===== src/rtl/dmem_io_pkg.sv =====
// dmem_io_pkg: shared types, default parameters and the address decoder for
// the dmem_io data memory / memory-mapped I/O block.
package dmem_io_pkg;

    // Region an access address falls into
    typedef enum logic [1:0] {
        REGION_RAM  = 2'd0,
        REGION_OUT  = 2'd1,
        REGION_IN   = 2'd2,
        REGION_NONE = 2'd3
    } region_e;

    // Decoder result: region plus word/channel index inside that region
    typedef struct packed {
        region_e     region;
        logic [31:0] idx;
    } decode_t;

    localparam int DEF_DATA_W    = 16;
    localparam int DEF_ADDR_W    = 8;
    localparam int DEF_RAM_DEPTH = 8;
    localparam int DEF_NUM_OUT   = 1;
    localparam int DEF_OUT_BASE  = 64;
    localparam int DEF_NUM_IN    = 1;
    localparam int DEF_IN_BASE   = 65;

    // Map an address onto RAM / OUT / IN / NONE and the index inside the region
    function automatic decode_t decode_addr(
        input logic [31:0] addr,
        input int          ram_depth,
        input int          out_base,
        input int          num_out,
        input int          in_base,
        input int          num_in
    );
        decode_t d;
        d.region = REGION_NONE;
        d.idx    = 32'd0;
        if (addr < 32'(ram_depth)) begin
            d.region = REGION_RAM;
            d.idx    = addr;
        end else if ((addr >= 32'(out_base)) && (addr < 32'(out_base + num_out))) begin
            d.region = REGION_OUT;
            d.idx    = addr - 32'(out_base);
        end else if ((addr >= 32'(in_base)) && (addr < 32'(in_base + num_in))) begin
            d.region = REGION_IN;
            d.idx    = addr - 32'(in_base);
        end else begin
            d.region = REGION_NONE;
            d.idx    = 32'd0;
        end
        return d;
    endfunction

    // True when two non-empty address ranges [lo, lo+n) share any address
    function automatic logic ranges_overlap(
        input int a_lo,
        input int a_n,
        input int b_lo,
        input int b_n
    );
        return (a_n > 0) && (b_n > 0) && (a_lo < b_lo + b_n) && (b_lo < a_lo + a_n);
    endfunction

endpackage


===== src/rtl/dmem_in_chan.sv =====
// dmem_in_chan: one-deep holding buffer for a memory-mapped input channel.
// Accepts a word when empty (valid/ready), releases it on a consuming read.
// Capture only happens while empty and consume only while full, so the two
// never coincide; hold keeps the last captured word after it is consumed.
module dmem_in_chan #(
    parameter int DATA_W = 16
) (
    input  logic              clk_i,
    input  logic              rst_n_i,
    input  logic [DATA_W-1:0] in_data_i,
    input  logic              in_valid_i,
    input  logic              consume_i,
    output logic              in_ready_o,
    output logic [DATA_W-1:0] hold_o
);

    logic              full_q;
    logic              full_d;
    logic [DATA_W-1:0] hold_q;
    logic [DATA_W-1:0] hold_d;

    // Next-state: capture when empty and offered, release when full and read
    always_comb begin
        full_d = full_q;
        hold_d = hold_q;
        if (!full_q && in_valid_i) begin
            hold_d = in_data_i;
            full_d = 1'b1;
        end else if (full_q && consume_i) begin
            full_d = 1'b0;
        end else begin
            full_d = full_q;
        end
    end

    // Buffer state registers
    always_ff @(posedge clk_i or negedge rst_n_i) begin
        if (!rst_n_i) begin
            full_q <= 1'b0;
            hold_q <= '0;
        end else begin
            full_q <= full_d;
            hold_q <= hold_d;
        end
    end

    assign in_ready_o = ~full_q;
    assign hold_o     = hold_q;

endmodule


===== src/rtl/dmem_io.sv =====
// dmem_io: parametrised data memory with memory-mapped output registers and
// input channels. Registered reads (1-cycle latency), writes land on the edge
// ending the request cycle. Accesses outside all regions, and writes to input
// channels, set a sticky ERR flag.
// Build option: define DMEM_IO_RDBACK_EN to make output registers readable;
// otherwise reads of OUT addresses return 0.
module dmem_io
    import dmem_io_pkg::*;
#(
    parameter int DATA_W    = DEF_DATA_W,
    parameter int ADDR_W    = DEF_ADDR_W,
    parameter int RAM_DEPTH = DEF_RAM_DEPTH,
    parameter int NUM_OUT   = DEF_NUM_OUT,
    parameter int OUT_BASE  = DEF_OUT_BASE,
    parameter int NUM_IN    = DEF_NUM_IN,
    parameter int IN_BASE   = DEF_IN_BASE
) (
    input  logic                      CLK,
    input  logic                      RESET_N,
    input  logic                      RD_EN,
    input  logic                      WR_EN,
    input  logic [ADDR_W-1:0]         ADDR,
    input  logic [DATA_W-1:0]         WR_DATA,
    output logic [DATA_W-1:0]         RD_DATA,
    output logic                      RD_VALID,
    input  logic [NUM_IN*DATA_W-1:0]  IN_DATA,
    input  logic [NUM_IN-1:0]         IN_VALID,
    output logic [NUM_IN-1:0]         IN_READY,
    output logic [NUM_OUT*DATA_W-1:0] OUT_DATA,
    output logic [NUM_OUT-1:0]        OUT_STB,
    output logic                      ERR
);

    // Region ranges must be disjoint for the decoder priority to be meaningless
    if (ranges_overlap(0, RAM_DEPTH, OUT_BASE, NUM_OUT) ||
        ranges_overlap(0, RAM_DEPTH, IN_BASE, NUM_IN) ||
        ranges_overlap(OUT_BASE, NUM_OUT, IN_BASE, NUM_IN)) begin : g_overlap_check
        $error("dmem_io: RAM, OUT and IN address ranges overlap");
    end

    decode_t             dec_s;
    logic [RAM_DEPTH-1:0] ram_wr_s;
    logic [NUM_OUT-1:0]  out_wr_s;
    logic [NUM_IN-1:0]   in_consume_s;
    logic [DATA_W-1:0]   hold_s [NUM_IN];

    logic [DATA_W-1:0]   mem_q [RAM_DEPTH];
    logic [DATA_W-1:0]   out_data_q [NUM_OUT];
    logic [NUM_OUT-1:0]  out_stb_q;
    logic [DATA_W-1:0]   rd_data_q;
    logic [DATA_W-1:0]   rd_data_d;
    logic                rd_valid_q;
    logic                err_q;
    logic                err_d;

    assign dec_s = decode_addr(32'(ADDR), RAM_DEPTH, OUT_BASE, NUM_OUT, IN_BASE, NUM_IN);

    // Per-word / per-channel strobes for the current access
    always_comb begin
        for (int i = 0; i < RAM_DEPTH; i++) begin
            ram_wr_s[i] = WR_EN && (dec_s.region == REGION_RAM) && (dec_s.idx == 32'(i));
        end
        for (int c = 0; c < NUM_OUT; c++) begin
            out_wr_s[c] = WR_EN && (dec_s.region == REGION_OUT) && (dec_s.idx == 32'(c));
        end
        for (int c = 0; c < NUM_IN; c++) begin
            in_consume_s[c] = RD_EN && (dec_s.region == REGION_IN) && (dec_s.idx == 32'(c));
        end
    end

    // Read mux: selected word of the addressed region, zero for NONE
    always_comb begin
        rd_data_d = '0;
        case (dec_s.region)
            REGION_RAM: begin
                for (int i = 0; i < RAM_DEPTH; i++) begin
                    rd_data_d = rd_data_d | (mem_q[i] & {DATA_W{dec_s.idx == 32'(i)}});
                end
            end
            REGION_OUT: begin
`ifdef DMEM_IO_RDBACK_EN
                for (int c = 0; c < NUM_OUT; c++) begin
                    rd_data_d = rd_data_d | (out_data_q[c] & {DATA_W{dec_s.idx == 32'(c)}});
                end
`else
                rd_data_d = '0;
`endif
            end
            REGION_IN: begin
                for (int c = 0; c < NUM_IN; c++) begin
                    rd_data_d = rd_data_d | (hold_s[c] & {DATA_W{dec_s.idx == 32'(c)}});
                end
            end
            REGION_NONE: rd_data_d = '0;
            default:     rd_data_d = '0;
        endcase
    end

    // Sticky error: any NONE access, or a write to an input channel
    always_comb begin
        err_d = err_q;
        if ((RD_EN && (dec_s.region == REGION_NONE)) ||
            (WR_EN && ((dec_s.region == REGION_NONE) || (dec_s.region == REGION_IN)))) begin
            err_d = 1'b1;
        end else begin
            err_d = err_q;
        end
    end

    // Read port, error flag and output strobes
    always_ff @(posedge CLK or negedge RESET_N) begin
        if (!RESET_N) begin
            rd_data_q  <= '0;
            rd_valid_q <= 1'b0;
            err_q      <= 1'b0;
            out_stb_q  <= '0;
        end else begin
            rd_valid_q <= RD_EN;
            if (RD_EN) begin
                rd_data_q <= rd_data_d;
            end
            err_q     <= err_d;
            out_stb_q <= out_wr_s;
        end
    end

    // RAM words and output channel registers
    always_ff @(posedge CLK or negedge RESET_N) begin
        if (!RESET_N) begin
            for (int i = 0; i < RAM_DEPTH; i++) begin
                mem_q[i] <= '0;
            end
            for (int c = 0; c < NUM_OUT; c++) begin
                out_data_q[c] <= '0;
            end
        end else begin
            for (int i = 0; i < RAM_DEPTH; i++) begin
                if (ram_wr_s[i]) begin
                    mem_q[i] <= WR_DATA;
                end
            end
            for (int c = 0; c < NUM_OUT; c++) begin
                if (out_wr_s[c]) begin
                    out_data_q[c] <= WR_DATA;
                end
            end
        end
    end

    for (genvar g = 0; g < NUM_OUT; g++) begin : g_out
        assign OUT_DATA[g*DATA_W +: DATA_W] = out_data_q[g];
    end

    for (genvar g = 0; g < NUM_IN; g++) begin : g_in
        dmem_in_chan #(
            .DATA_W (DATA_W)
        ) u_in_chan (
            .clk_i      (CLK),
            .rst_n_i    (RESET_N),
            .in_data_i  (IN_DATA[g*DATA_W +: DATA_W]),
            .in_valid_i (IN_VALID[g]),
            .consume_i  (in_consume_s[g]),
            .in_ready_o (IN_READY[g]),
            .hold_o     (hold_s[g])
        );
    end

    assign RD_DATA  = rd_data_q;
    assign RD_VALID = rd_valid_q;
    assign OUT_STB  = out_stb_q;
    assign ERR      = err_q;

endmodule

===== config.mk =====
export PLATFORM = sky130hd
export DESIGN_NAME = dmem_io
export DESIGN_NICKNAME = d
export VERILOG_FILES = /design/src/rtl/dmem_io_pkg.sv /design/src/rtl/dmem_in_chan.sv /design/src/rtl/dmem_io.sv
export SDC_FILE = /design/constraint.sdc
export NUM_CORES = 1
export LEC_CHECK = 0
export BUFFER_PORTS_ARGS = -buffer_cell sky130_fd_sc_hd__buf_2
export CAP_MARGIN = 20
export CORE_MARGIN = 2
export CORE_UTILIZATION = 64
export CTS_CLUSTER_SIZE = 30
export DETAILED_ROUTE_END_ITERATION = 10
export GPL_ROUTABILITY_DRIVEN = 0
export PLACE_DENSITY = 0.93
export SLEW_MARGIN = 10
export SYNTH_ARGS = -nofsm -noshare
export SYNTH_HDL_FRONTEND = slang
export SYNTH_SLANG_ARGS = --single-unit
export TNS_END_PERCENT = 10

===== constraint.sdc =====
create_clock -name CLK -period 3 [get_ports CLK]
set_clock_uncertainty 0.1 [all_clocks]
set_input_delay 0.45 -clock CLK [delete_from_list [all_inputs] [get_ports CLK]]
set_output_delay 0.45 -clock CLK [all_outputs]
set_load 0.1 [all_outputs]

## After elaboration in Yosys (flattened, before gate mapping)

Cells that the tools add are included.
W data, S select, Z words.

- Register bits after elaboration: 180
- Output and inout bits: 36

- Add/subtract/negate cells: 2
- Magnitude comparators: 5
- Eq/ne operators: 10
- Muxes and demuxes: 6
- Bitwise logic cells: 17
- Reductions and logical operators: 26

Operators with widths:

| operator | number |
|---|---|
| $and A16 B16 Y16 | 9 |
| $eq A32 B3 Y1 const B | 4 |
| $or A16 B16 Y16 | 7 |
| $mux W34 | 2 |
| $eq A32 B2 Y1 const B | 2 |
| $pmux W16 S3 | 1 |
| $mux W33 | 1 |
| $eq A32 B1 Y1 const B | 1 |
| $logic_not A32 Y1 | 1 |
| $logic_and A1 B1 Y1 | 19 |
| $sub A8 B7 Y9 const B | 2 |
| $ge A8 B7 Y1 const B | 2 |
| $lt A8 B7 Y1 const B | 2 |
| $lt A8 B4 Y1 const B | 1 |
| $eq A2 B2 Y1 const B | 2 |
| $eq A2 B1 Y1 const B | 1 |
| $logic_not A2 Y1 | 1 |
| $logic_or A1 B1 Y1 | 2 |
| $mux W1 | 2 |
| $reduce_bool A2 Y1 | 1 |
| $reduce_or A2 Y1 | 1 |
| $logic_not A1 Y1 | 1 |
| $not A1 Y1 | 1 |

## Logic depth before layout (Yosys ltp)

Gate-level depths: netlist (run 1).

- Word-level depth: 15
- Depth in mapped cells: 14

## Hierarchy

From an unflattened synthesis (run 1), not the netlist that was laid out.

- Cells, all modules: 657
- Area, all modules: 8465.6 um2

By module, submodules not included:

| module | times used | cells each | area each (um2) |
|---|---|---|---|
| dmem_io | 1 | 619 | 7786.2 |
| dmem_in_chan | 1 | 38 | 679.4 |

## Worst setup path before layout (run 1)

Ideal clock, no wire load.

- Path kind: input-to-reg
- From: input port ADDR[6]
- To: register out_data_q, in the netlist OUT_DATA[10]
- Data arrival time: 3.083 ns
- Slack: -0.308 ns
- Cell stages on the path: 13
- Path buffers: 3
- Path through: clkbuf_1 > inv_1 > ha_1 > nor3_1 > a21oi_1 > nand3_1 > or3_1 > nand2_1 > buf_4 > nor2_1 > nor4b_4 > buf_4 > mux2_2

- Word-level cells in the longest chain between the ends: 8

RTL lines:

| element | line | source |
|---|---|---|
| from (decl) | dmem_io.sv:22 | `input logic [ADDR_W-1:0] ADDR,` |
| $ge A8 B7 Y1 or $lt A8 B7 Y1 (tied branches) | dmem_io_pkg.sv:45 | `end else if ((addr >= 32'(in_base)) && (addr < 32'(in_base + num_in))) begin` |
| $logic_and A1 B1 Y1 | dmem_io_pkg.sv:45 |  |
| $mux W33 | dmem_io_pkg.sv:45 |  |
| $mux W34 | dmem_io_pkg.sv:42 | `end else if ((addr >= 32'(out_base)) && (addr < 32'(out_base + num_out))) begin` |
| $mux W34 * | dmem_io_pkg.sv:39 | `if (addr < 32'(ram_depth)) begin` |
| branches (longest 2 deep; another with $logic_not A32 Y1) | -- |  |
| $logic_and A1 B1 Y1 * | dmem_io.sv:64 | `out_wr_s[c] = WR_EN && (dec_s.region == REGION_OUT) && (dec_s.idx == 32'(c));` |
| via out_wr_s | dmem_io.sv:43 | `logic [NUM_OUT-1:0] out_wr_s;` |
| to (signal, indexed assignment) | dmem_io.sv:134 | `out_data_q[c] <= '0;` |
| to (signal, indexed assignment) | dmem_io.sv:144 | `out_data_q[c] <= WR_DATA;` |
| to (decl) | dmem_io.sv:48 | `logic [DATA_W-1:0] out_data_q [NUM_OUT];` |

Mark *: on every way through the listed nets, which the timed path passes.
A chain may end at the register's enable or synchronous reset.

## Final worst setup path (run 1)

- From: input port ADDR[5]
- To: register mem_q[88] (netlist bit)

- Word-level cells in the longest chain between the ends: 8

RTL lines:

| element | line | source |
|---|---|---|
| $ge A8 B7 Y1 or $lt A8 B7 Y1 (tied branches) | dmem_io_pkg.sv:45 |  |
| $logic_and A1 B1 Y1 | dmem_io_pkg.sv:45 |  |
| $mux W33 | dmem_io_pkg.sv:45 |  |
| $mux W34 | dmem_io_pkg.sv:42 |  |
| $mux W34 * | dmem_io_pkg.sv:39 |  |
| branches (longest 2 deep; another with $eq A32 B2 Y1) | -- |  |
| $logic_and A1 B1 Y1 * | dmem_io.sv:61 | `ram_wr_s[i] = WR_EN && (dec_s.region == REGION_RAM) && (dec_s.idx == 32'(i));` |
| to (signal, indexed assignment) | dmem_io.sv:131 | `mem_q[i] <= '0;` |
| to (signal, indexed assignment) | dmem_io.sv:139 | `mem_q[i] <= WR_DATA;` |
| to (decl) | dmem_io.sv:47 | `logic [DATA_W-1:0] mem_q [RAM_DEPTH];` |

Every way passes the cells marked *.

==> out/qor.yml, run 1 <==
run_status:
  status: "finished with violations"
  violations: "negative setup slack"
yosys:
  syn_avg_cell_area_um2: 13.7
  synth.most_common_cell: "dfrtp_1"
  syn_inst: 609
  netlist_area_um2: 8350
  synth_top_area_share_pct: 53.9
  synthTopCellsByCount: "180 x dfrtp_1, 158 x mux2_2, 31 x mux2i_1"
  synth_nets: 660
  synth-edff-count: 0
  ys.flop_type: "dfrtp_1"
  synthArstFlopShare_pct: 100
  synth.distinct_cells: 62
  synth_area_leaders: "dfrtp_1 54%, mux2_2 21%, mux2i_1 3.7%, mux2_1 2.4%, a221o_1 1.8%"
  yosysWarnings: 0
  yosys.area.top_type: "dfrtp_1"
  synth_seq_area_share_pct: 53.9
  ys_ff_latch: 180
clock_network:
  cts_tree: "yes"
  clock_path_buffers: 2
  cts_buffers: 17
  clk-insertion-delay-late_ns: 0.43
  cts.sinks: 180
  clk_pin_slew_ns: 0.07
  cts-root-buf: "clkbuf_16"
  cts_htree_levels: 4
die:
  initial_utilization_pct: 65.9
  io_pins: 81
  core_area_um2: 12700
  row_count: 41
  die_width_um: 118
  die_y_um: 118
  dieArea_um2: 14000
worst_setup_path:
  cp_data_arrival_time_ns: 3.30
  r2r-end: "RD_DATA[9]"
  r2r_cells: 4
  critPathKind: "in2reg"
  cp_max_fo: 12
  cp.required_ns: 3.21
  critPathLaunchType: "input pin"
  regToRegSetupSlack_ns: 1.19
  reg2reg_from: "mem_q[41]"
  end_kind: "flip-flop"
sta:
  fin_ws_ns: -0.0868
  finalCritPeriodShare_pct: 103
  hold_ws_ns: 0.0857
  max_freq_mhz: 324
  rsz0062_at_grt: "true"
  finalSetupViolCount: 39
  finalHoldViolCount: 0
  period_needed_ns: 3.09
  drv_slew: 0
  worstMarginPinSlew_ns: 0.579
  relSlewSlack_pct: 61.2
cells_and_area:
  diodes: 0
  fin_cells: 931
  seq_area_um2: 4500
  nets: 797
  multi_input_area_um2: 3770
  drive_gt1_share_pct: 50.6
  nFillCells: 609
  syn_to_final_growth_pct: 22.8
  design_area_um2: 10300
run:
  maxCapViolCount: 0
routing:
  vias: 6367
  first_pass_iters: 6
  drtIter0Drc: 815
  ant_nets: 0
  drcViolationCount: 0
  viasPerCell: 6.84
  avgRoutedWirePerCell_um: 26.4
  postRouteWirelength_um: 24500
place:
  dpl_cell_area_um2: 9580
  dpl.cell_count: 897
  port_buffers: 80
  dp_slack_ns: -0.557
  dp_hpwl_um: 15000
global_routing:
  grt.total_usage_pct: 36.0
  grt_antenna_before_repair: 0
  grt_max_degree: 70
  grt_overflow_total: 0
  grt_pass1_wl_um: 38200
  grt_pass1_vias: 6805
pwr:
  vdd_drop_max_mv: 0.682
  powerDensity_nw_per_um2: 715
  total_power_mw: 7.33
  cellLeakagePower_nw: 4.91
hold_path:
  min_path_type: "in2reg"
  hold_end: "RD_VALID"
  hold_path_depth: 1
  holdCritStartpoint: "RD_EN"
==> where the power goes <==
group / switching [mW] / total (mW) / internal [mW] / leakage [nW]
Combinational: 1.29 / 1.90 / 0.608 / 2.23
Sequential: 0.288 / 3.12 / 2.83 / 2.37
Clock: 0.953 / 2.32 / 1.36 / 0.303
==> worst max-delay path by stage <==
stage,start,end,slack (ns),cells past startpoint
final,ADDR[5],mem_q[88],-0.09,11
after global routing,ADDR[5],RD_DATA[14],-0.07,11
after CTS,ADDR[5],RD_DATA[13],0.02,11
after detailed placement,ADDR[5],mem_q[100],-0.56,11
after global placement,ADDR[5],RD_DATA[6],-0.35,11
after floorplan,ADDR[5],mem_q[101],-0.12,10
==> worst max-delay path: stages <==
cell and delay [ns]:
buf_2 0.11, or3_4 0.39, o22ai_1 0.28, o21ai_2 0.16, buf_4 0.19, or4_1 0.53
o31ai_2 0.11, nand3_1 0.23, or2_1 0.33, buf_12 0.18, mux2_1 0.33
==> logic make-up (layout without fill, tap and decap cells) <==
| logic type | Yosys count | count (layout) | synth area share, % |
|---|---|---|---|
| simple gates | 74 | 74 | 5.17 |
| fa+ha+maj | 6 | 6 | 0.899 |
| compound gates | 95 | 95 | 9.74 |
| mux | 207 | 207 | 27.4 |
| buf+inv | 46 | 196 | 2.73 |
| xor+xnor | 1 | 1 | 0.105 |
| flops | 180 | 180 | 53.9 |
==> cells in the final DEF, fill, tap and decap left out, types with 3 or more instances in the layout <==
| cell | n |
|---|---|
| dfrtp_1 | 180 |
| mux2_2 | 158 |
| buf_2 | 79 |
| buf_4 | 62 |
| mux2i_1 | 30 |
| nand2_1 | 24 |
| mux2_1 | 18 |
| clkbuf_16 | 17 |
| o2bb2ai_1 | 15 |
| a221o_1 | 15 |
| a22oi_1 | 13 |
| buf_12 | 12 |
| o211ai_2 | 8 |
| and3_1 | 7 |
| inv_1 | 6 |
| nor2_1 | 6 |
| o211ai_1 | 6 |
| o21ai_0 | 5 |
| ha_1 | 5 |
| a21oi_2 | 4 |
| nand3_1 | 4 |
| clkinv_4 | 4 |
| nor2b_1 | 3 |
| clkinv_2 | 3 |
| bufinv_16 | 3 |
==> final cells by class <==
type	count	area share [%]
Sequential cell	180	43.9
Multi-Input combinational cell	383	36.7
Timing Repair Buffer	155	10.9
Clock buffer	21	4.49
Tap cell	172	2.10
Clock inverter	11	1.48
Inverter	9	0.354
==> metal layers <==
metal  vias up  global-route usage [%]  wire (um)
met4         0                    20.1        938
met2       453                    58.2      12100
met5         -                       0          0
met3       110                    8.93       2270
li1       2563                       -          -
met1      3241                    44.3       9240
==> state kept, by name (all words and copies together) (netlist names) <==
| signal | cells |
|---|---|
| ERR | 1 |
| OUT_DATA | 16 |
| OUT_STB | 1 |
| RD_DATA | 16 |
| RD_VALID | 1 |
| g_in.u_in_chan.full_q | 1 |
| g_in.u_in_chan.hold_o | 16 |
| mem_q | 128 |
==> stage by stage <==
step | utilization, % | setup TNS [ns]
CTS | 80.7 | 0
floorplan | - | -4.08
global placement | 75.6 | -21.92
global route | 80.9 | -2.86
finish | 80.9 | -1.61
detailed placement | 75.6 | -32.01
==> timing repair <==
item / CTS / global route
pin swaps: 4 / 9
resized for setup: 3 / 4
setup buffers: 0 / 1
hold buffers: 1 / 0
hold endpoints to repair: 43 / 0
setup endpoints to repair: 21 / 75
No activity file was read; power rests on OpenSTA's default activity.
==> inputs of run 2 (changes only) <==
--- a/config.mk
+++ b/config.mk
@@ -12,7 +12,7 @@
 export CTS_CLUSTER_SIZE = 30
 export DETAILED_ROUTE_END_ITERATION = 10
 export GPL_ROUTABILITY_DRIVEN = 0
-export PLACE_DENSITY = 0.93
+export PLACE_DENSITY_LB_ADDON = 0.2
 export SLEW_MARGIN = 10
 export SYNTH_ARGS = -nofsm -noshare
 export SYNTH_HDL_FRONTEND = slang
==> out/qor.yml, run 2 (synthesized netlist as in run 1, its figures left out) <==
hold_path:
  min_path_type: "in2reg"  # unchanged
  holdCritStartpoint: "RD_EN"  # unchanged
cells_and_area:
  layout_commonest_cell: "dfrtp_1"  # unchanged
  largest_register_ffs: 128  # unchanged
  diodes: 0  # unchanged
  fin_cells: 938  # was 931
  final_core_util_pct: 81.0  # was 80.9%
  design_area_um2: 10300  # about the same
  syn_to_final_growth_pct: 22.8  # about the same
  final_cell_mix: "180 x dfrtp_1, 158 x mux2_2, 79 x buf_2"  # unchanged
  drive_gt1_share_pct: 50.9  # was 50.6%
  nets: 805  # was 797
  regMostFlops: "mem_q"  # unchanged
worst_setup_path:
  regToRegSetupSlack_ns: 1.24  # was 1.19 ns
  startpoint: "ADDR[5]"  # unchanged
  reg2reg_from: "mem_q[9]"  # was mem_q[41]
  cp_data_arrival_time_ns: 3.18  # was 3.30 ns
  critPathKind: "in2reg"  # unchanged
  cp.required_ns: 3.20  # was 3.21 ns
  end_kind: "flip-flop"  # unchanged
  critPathLaunchType: "input pin"  # unchanged
  cp_max_fo: 16  # was 12
pwr:
  vdd_drop_max_mv: 0.911  # was 0.682 mV
  powerDensity_nw_per_um2: 687  # was 715 nW/um^2
  cellLeakagePower_nw: 4.90  # was 4.91 nW
sta:
  worstMarginPinSlew_ns: 0.690  # was 0.579 ns
  max_freq_mhz: 335  # was 324 MHz
  finalSetupViolCount: 0  # was 39
  drv_slew: 0  # unchanged
  relSlewSlack_pct: 54.0  # was 61.2%
  final.setup.tns_ns: 0  # was -1.61 ns
  period_needed_ns: 2.98  # was 3.09 ns
  finalCritPeriodShare_pct: 99.4  # was 103%
  finalHoldViolCount: 0  # unchanged
  rsz0062_at_grt: "true"  # unchanged
  fin_ws_ns: 0.0192  # was -0.0868 ns
clock_network:
  cts_htree_levels: 4  # unchanged
  cts-root-buf: "clkbuf_16"  # unchanged
  clock_path_buffers: 2  # unchanged
  cts.sinks: 180  # unchanged
  clk_pin_slew_ns: 0.06  # was 0.07 ns
  clk-insertion-delay-late_ns: 0.42  # was 0.43 ns
  cts_buffers: 17  # unchanged
  cts_tree: "yes"  # unchanged
global_routing:
  grt_max_degree: 75  # was 70
  grt_overflow_total: 0  # unchanged
  grt_pass1_wl_um: 33800  # was 38200 um
  grt_antenna_before_repair: 0  # unchanged
  grt_util_met1_pct: 43.8  # was 44.3%
  met2_usage_pct: 50.2  # was 58.2%
  grt_pass1_vias: 6217  # was 6805
  top_usage_layer: "met2"  # unchanged
  met3_usage_pct: 5.65  # was 8.93%
  grt.total_usage_pct: 31.1  # was 36.0%
die:
  die_width_um: 118  # unchanged
  io_pins: 81  # unchanged
  die_y_um: 118  # unchanged
  row_count: 41  # unchanged
  initial_utilization_pct: 65.9  # unchanged
  dieArea_um2: 14000  # unchanged
  core_area_um2: 12700  # unchanged
routing:
  drtIter0Drc: 588  # was 815
  vias: 5864  # was 6367
  ant_nets: 0  # unchanged
  first_pass_iters: 5  # was 6
  avgRoutedWirePerCell_um: 22.2  # was 26.4 um
  drcViolationCount: 0  # unchanged
  postRouteWirelength_um: 20800  # was 24500 um
  viasPerCell: 6.25  # was 6.84
place:
  dpl_cell_area_um2: 9690  # was 9580 um^2
  dpl.cell_count: 906  # was 897
  port_buffers: 80  # unchanged
  dp_slack_ns: -0.320  # was -0.557 ns
  dp_hpwl_um: 14100  # was 15000 um
run:
  maxCapViolCount: 0  # unchanged
run_status:
  status: "complete, no violations"  # was finished with violations
run 2: cell types whose count changed in the layout (fill, tap and decap cells not counted), moves of 2 or more:
cell,before,now
clkinvlp_4,0,6
buf_12,12,15
clkinv_4,4,0
bufinv_16,3,1
buf_4,62,67
inv_6,0,2
run 2: report_power, final:
| part | total, mW | leakage, nW | switching (mW) | internal, mW |
|---|---|---|---|---|
| clock network | 2.13 | 0.257 | 0.941 | 1.18 |
| logic | 1.85 | 2.27 | 1.24 | 0.606 |
| registers | 3.08 | 2.37 | 0.244 | 2.83 |
| total | 7.05 | 4.90 | 2.43 | 4.62 |
run 2: stage by stage:
stage                     power, mW  hold slack, ns
after CTS                      7.06          0.0779
final                          7.05          0.0962
after global placement         4.84           0.356
after detailed placement       4.93           0.362
after floorplan                4.42          0.0544
after global routing           7.31          0.0936
run 2: final timing paths:
kind                                    to  cells after the start
worst max-delay path            mem_q[105]                     10
worst min-delay path              RD_VALID                      1
max in group asynchronous        mem_q[82]                      3
min in group asynchronous        mem_q[32]                      2
worst max register to register  RD_DATA[9]                      4
worst min register to register         ERR                      1
run 2: layer usage:
metal | routed length [um] | vias up
li1 | - | 2574
met1 | 9000 | 3023
met2 | 10200 | 233
met3 | 1270 | 34
met4 | 384 | 0
met5 | 0 | -
run 2: final cells by class:
class / count / area, um^2
tap: 172 / 215
multi-input combinational: 383 / 3720
timing repair buffer: 163 / 1220
fill: 710 / 2410
inverter: 9 / 36.3
clock inverter: 11 / 103
sequential: 180 / 4500
clock buffer: 20 / 457
run 2: critical path: stages:
cell     delay (ns)
buf_2          0.11
or3_4          0.39
or4_1          0.53
a211o_1        0.32
nand3_2        0.10
nor2_1         0.06
nor4_1         0.38
and4_1         0.31
buf_12         0.17
mux2_2         0.35
run 2: repair_timing:
| action | in CTS | in global routing |
|---|---|---|
| buffers inserted | 0 | 0 |
| endpoints found under the setup margin | 0 | 2 |
| gates resized for setup | 0 | 1 |
| hold buffers | 1 | 0 |
| endpoints found under the hold margin | 69 | 0 |
==> inputs of run 3 (changes only) <==
--- a/config.mk
+++ b/config.mk
@@ -5,6 +5,7 @@
 export SDC_FILE = /design/constraint.sdc
 export NUM_CORES = 1
 export LEC_CHECK = 0
+export ABC_AREA = 1
 export BUFFER_PORTS_ARGS = -buffer_cell sky130_fd_sc_hd__buf_2
 export CAP_MARGIN = 20
 export CORE_MARGIN = 2
==> out/qor.yml, run 3 <==
sta:
  finalSetupViolCount: 0  # unchanged
  final.setup.tns_ns: 0  # unchanged
  finalHoldViolCount: 0  # unchanged
  period_needed_ns: 2.78  # was 2.98 ns
  drv_slew: 0  # unchanged
  relSlewSlack_pct: 44.8  # was 54.0%
  finalCritPeriodShare_pct: 92.6  # was 99.4%
  worstMarginPinSlew_ns: 0.825  # was 0.690 ns
  rsz0062_at_grt: "false"  # was true
  max_freq_mhz: 360  # was 335 MHz
  fin_ws_ns: 0.221  # was 0.0192 ns
place:
  dp_hpwl_um: 14800  # was 14100 um
  dp_slack_ns: -0.185  # was -0.320 ns
  dpl_cell_area_um2: 9460  # was 9690 um^2
  port_buffers: 80  # unchanged
  dpl.cell_count: 1256  # was 906
yosys:
  syn_avg_cell_area_um2: 8.44  # was 13.7 um^2
  synth_seq_area_share_pct: 52.8  # was 53.9%
  synth.most_common_cell: "nand2_1"  # was dfrtp_1
  ys_ff_latch: 180  # unchanged
  yosysWarnings: 0  # unchanged
  synthTopCellsByCount: "288 x nand2_1, 180 x dfrtp_1, 82 x o21ai_1"  # was 180 x dfrtp_1, 158 x mux2_2, 31 x mux2i_1
  yosys.area.top_type: "dfrtp_1"  # unchanged
  synth_nets: 1061  # was 660
  synth-edff-count: 0  # unchanged
  netlist_area_um2: 8530  # was 8350 um^2
  synth_top_area_share_pct: 52.8  # was 53.9%
  ys.flop_type: "dfrtp_1"  # unchanged
  synth.distinct_cells: 33  # was 62
  synthArstFlopShare_pct: 100  # unchanged
  syn_inst: 1010  # was 609
  synth_area_leaders: "dfrtp_1 53%, nand2_1 13%, o21ai_1 4.8%, nand3_1 4.5%, nand4_1 4.4%"  # was dfrtp_1 54%, mux2_2 21%, mux2i_1 3.7%, mux2_1 2.4%, a221o_1 1.8%
routing:
  postRouteWirelength_um: 23300  # was 20800 um
  first_pass_iters: 9  # was 5
  drcViolationCount: 0  # unchanged
  vias: 7689  # was 5864
  ant_nets: 0  # unchanged
  drtIter0Drc: 896  # was 588
  viasPerCell: 5.97  # was 6.25
  avgRoutedWirePerCell_um: 18.1  # was 22.2 um
clock_network:
  cts_htree_levels: 4  # unchanged
  cts.sinks: 180  # unchanged
  cts-root-buf: "clkbuf_16"  # unchanged
  post_cts_buffers: 0  # unchanged
  cts_buffers: 17  # unchanged
  clk_pin_slew_ns: 0.07  # was 0.06 ns
  cts_tree: "yes"  # unchanged
  clk-insertion-delay-late_ns: 0.43  # was 0.42 ns
  clock_path_buffers: 2  # unchanged
pwr:
  switching_share_pct: 35.7  # was 34.4%
  combPwrFrac_pct: 26.0  # was 26.2%
  power_switching_mw: 2.60  # was 2.43 mW
  cellLeakagePower_nw: 5.08  # was 4.90 nW
  seq_power_share_pct: 43.9  # was 43.6%
  p_int_mw: 4.68  # was 4.62 mW
  vdd_drop_max_mv: 0.729  # was 0.911 mV
  clock_power_share_pct: 30.0  # was 30.2%
  powerDensity_nw_per_um2: 725  # was 687 nW/um^2
global_routing:
  grt_overflow_total: 0  # unchanged
  grt_max_degree: 65  # was 75
  grt_antenna_before_repair: 0  # unchanged
  grt_pass1_vias: 7468  # was 6217
  grt.total_usage_pct: 34.5  # was 31.1%
  grt_pass1_wl_um: 38100  # was 33800 um
worst_setup_path:
  critPathKind: "in2reg"  # unchanged
  crit_end: "mem_q[22]"  # was mem_q[105]
  end_kind: "flip-flop"  # unchanged
  r2r-end: "g_in[0].u_in_chan.hold_o[14]"  # was RD_DATA[9]
  critPathLaunchType: "input pin"  # unchanged
  r2r_cells: 3  # was 4
  cp_max_fo: 33  # was 16
  reg2reg_from: "g_in[0].u_in_chan.full_q"  # was mem_q[9]
  cp.required_ns: 3.20  # about the same
  regToRegSetupSlack_ns: 1.46  # was 1.24 ns
  cp_data_arrival_time_ns: 2.98  # was 3.18 ns
  startpoint: "ADDR[1]"  # was ADDR[5]
cells_and_area:
  seq_area_um2: 4500  # unchanged
  nets: 1151  # was 805
  nFillCells: 965  # was 710
  drive_gt1_share_pct: 19.2  # was 50.9%
  diodes: 0  # unchanged
  design_area_um2: 10000  # was 10300 um^2
  largest_register_ffs: 128  # unchanged
  final_cell_mix: "288 x nand2_1, 180 x dfrtp_1, 82 x o21ai_1"  # was 180 x dfrtp_1, 158 x mux2_2, 79 x buf_2
  syn_to_final_growth_pct: 17.7  # was 22.8%
  regMostFlops: "mem_q"  # unchanged
  fin_cells: 1288  # was 938
  layout_commonest_cell: "nand2_1"  # was dfrtp_1
  multi_input_area_um2: 3560  # was 3720 um^2
die:
  initial_utilization_pct: 64.9  # was 65.9%
  io_pins: 81  # unchanged
  row_count: 42  # was 41
  die_width_um: 119  # was 118 um
  core_area_um2: 13100  # was 12700 um^2
  die_y_um: 119  # was 118 um
  dieArea_um2: 14300  # was 14000 um^2
run:
  maxCapViolCount: 0  # unchanged
run_status:
  status: "complete, no violations"  # unchanged
hold_path:
  min_path_type: "in2reg"  # unchanged
[run 3: changes by cell type after synthesis, sizes merged, moves of 21 or more]
cell and delta:
buf +21, mux2i -31, o21ai +143, mux2 -160, nand4 +60, nand3 +75, a21oi +23, inv +29
nor2 +71, nand2 +270
[run 3: routing by layer]
metal	vias up	track usage [%]	part of all wire, %
li1	3568	-	-
met3	44	6.23	7.9
met4	0	13.9	2.2
met2	360	56.0	50
met5	-	0	0
met1	3717	46.3	40
[run 3: power groups by stage]
stage	sequential [mW]	combinational [mW]	clock, mW
2_1_floorplan	3.74	0.820	0
3_3_place_gp	3.20	1.83	0
3_5_place_dp	3.21	1.87	0
4_1_cts	3.19	1.89	2.19
5_1_grt	3.25	2.04	2.30
6_report	3.20	1.90	2.19
[run 3: critical path: stages]
cell and delay, ns:
buf_2 0.11, inv_1 0.05, ha_1 0.19, inv_1 0.06, nor2_1 0.03, nand2_1 0.05, nor2_1 0.04, nor2_2 0.20
nor2_8 0.05, nor2_4 0.13, nand3_1 0.11, nand2_2 0.08, nand2_1 0.09, nor2_4 0.64, and2_1 0.26, nand2_1 0.11
buf_12 0.18, nand2_1 0.07, o21ai_1 0.06
[run 3: cell families after synthesis]
group | synth area share, %
AND/OR/NAND/NOR | 27.7
AO/OA/AOI/OAI | 10.9
flip-flops | 52.8
buffers and inverters | 5.53
multiplexers | 2.11
adder cells (fa/ha/maj) | 0.880
XOR/XNOR | 0.103
[run 3: per-stage QoR]
stage	hold WS (ns)	utilization (%)	power [mW]
2_1_floorplan	0.0544	-	4.56
3_3_place_gp	0.351	72.0	5.02
3_5_place_dp	0.374	72.0	5.09
4_1_cts	0.146	76.4	7.28
5_1_grt	0.141	76.4	7.59
6_report	0.151	76.4	7.28
[run 3: area by class of cell]
| type | instances | area share, % |
|---|---|---|
| Sequential cell | 180 | 44.8 |
| Multi-Input combinational cell | 729 | 35.5 |
| Timing Repair Buffer | 134 | 10.4 |
| Clock buffer | 19 | 4.41 |
| Tap cell | 176 | 2.19 |
| Inverter | 38 | 1.45 |
| Clock inverter | 12 | 1.27 |
[run 3: timing repair]
action,4_1_cts,5_1_grt
endpoints found under the hold margin,61,0
setup endpoints to repair,0,1
hold buffers,1,0
resized for setup,0,1
[run 3: worst min path at each step]
stage | startpoint | endpoint | slack, ns | cells past startpoint
finish | IN_DATA[11] | g_in[0].u_in_chan.hold_o[11] | 0.15 | 2
global route | IN_DATA[2] | g_in[0].u_in_chan.hold_o[2] | 0.14 | 2
CTS | IN_DATA[2] | g_in[0].u_in_chan.hold_o[2] | 0.15 | 2
detailed placement | mem_q[91] | mem_q[91] | 0.37 | 2
global placement | ERR | ERR | 0.35 | 1
floorplan | RESET_N | ERR | 0.05 | 0
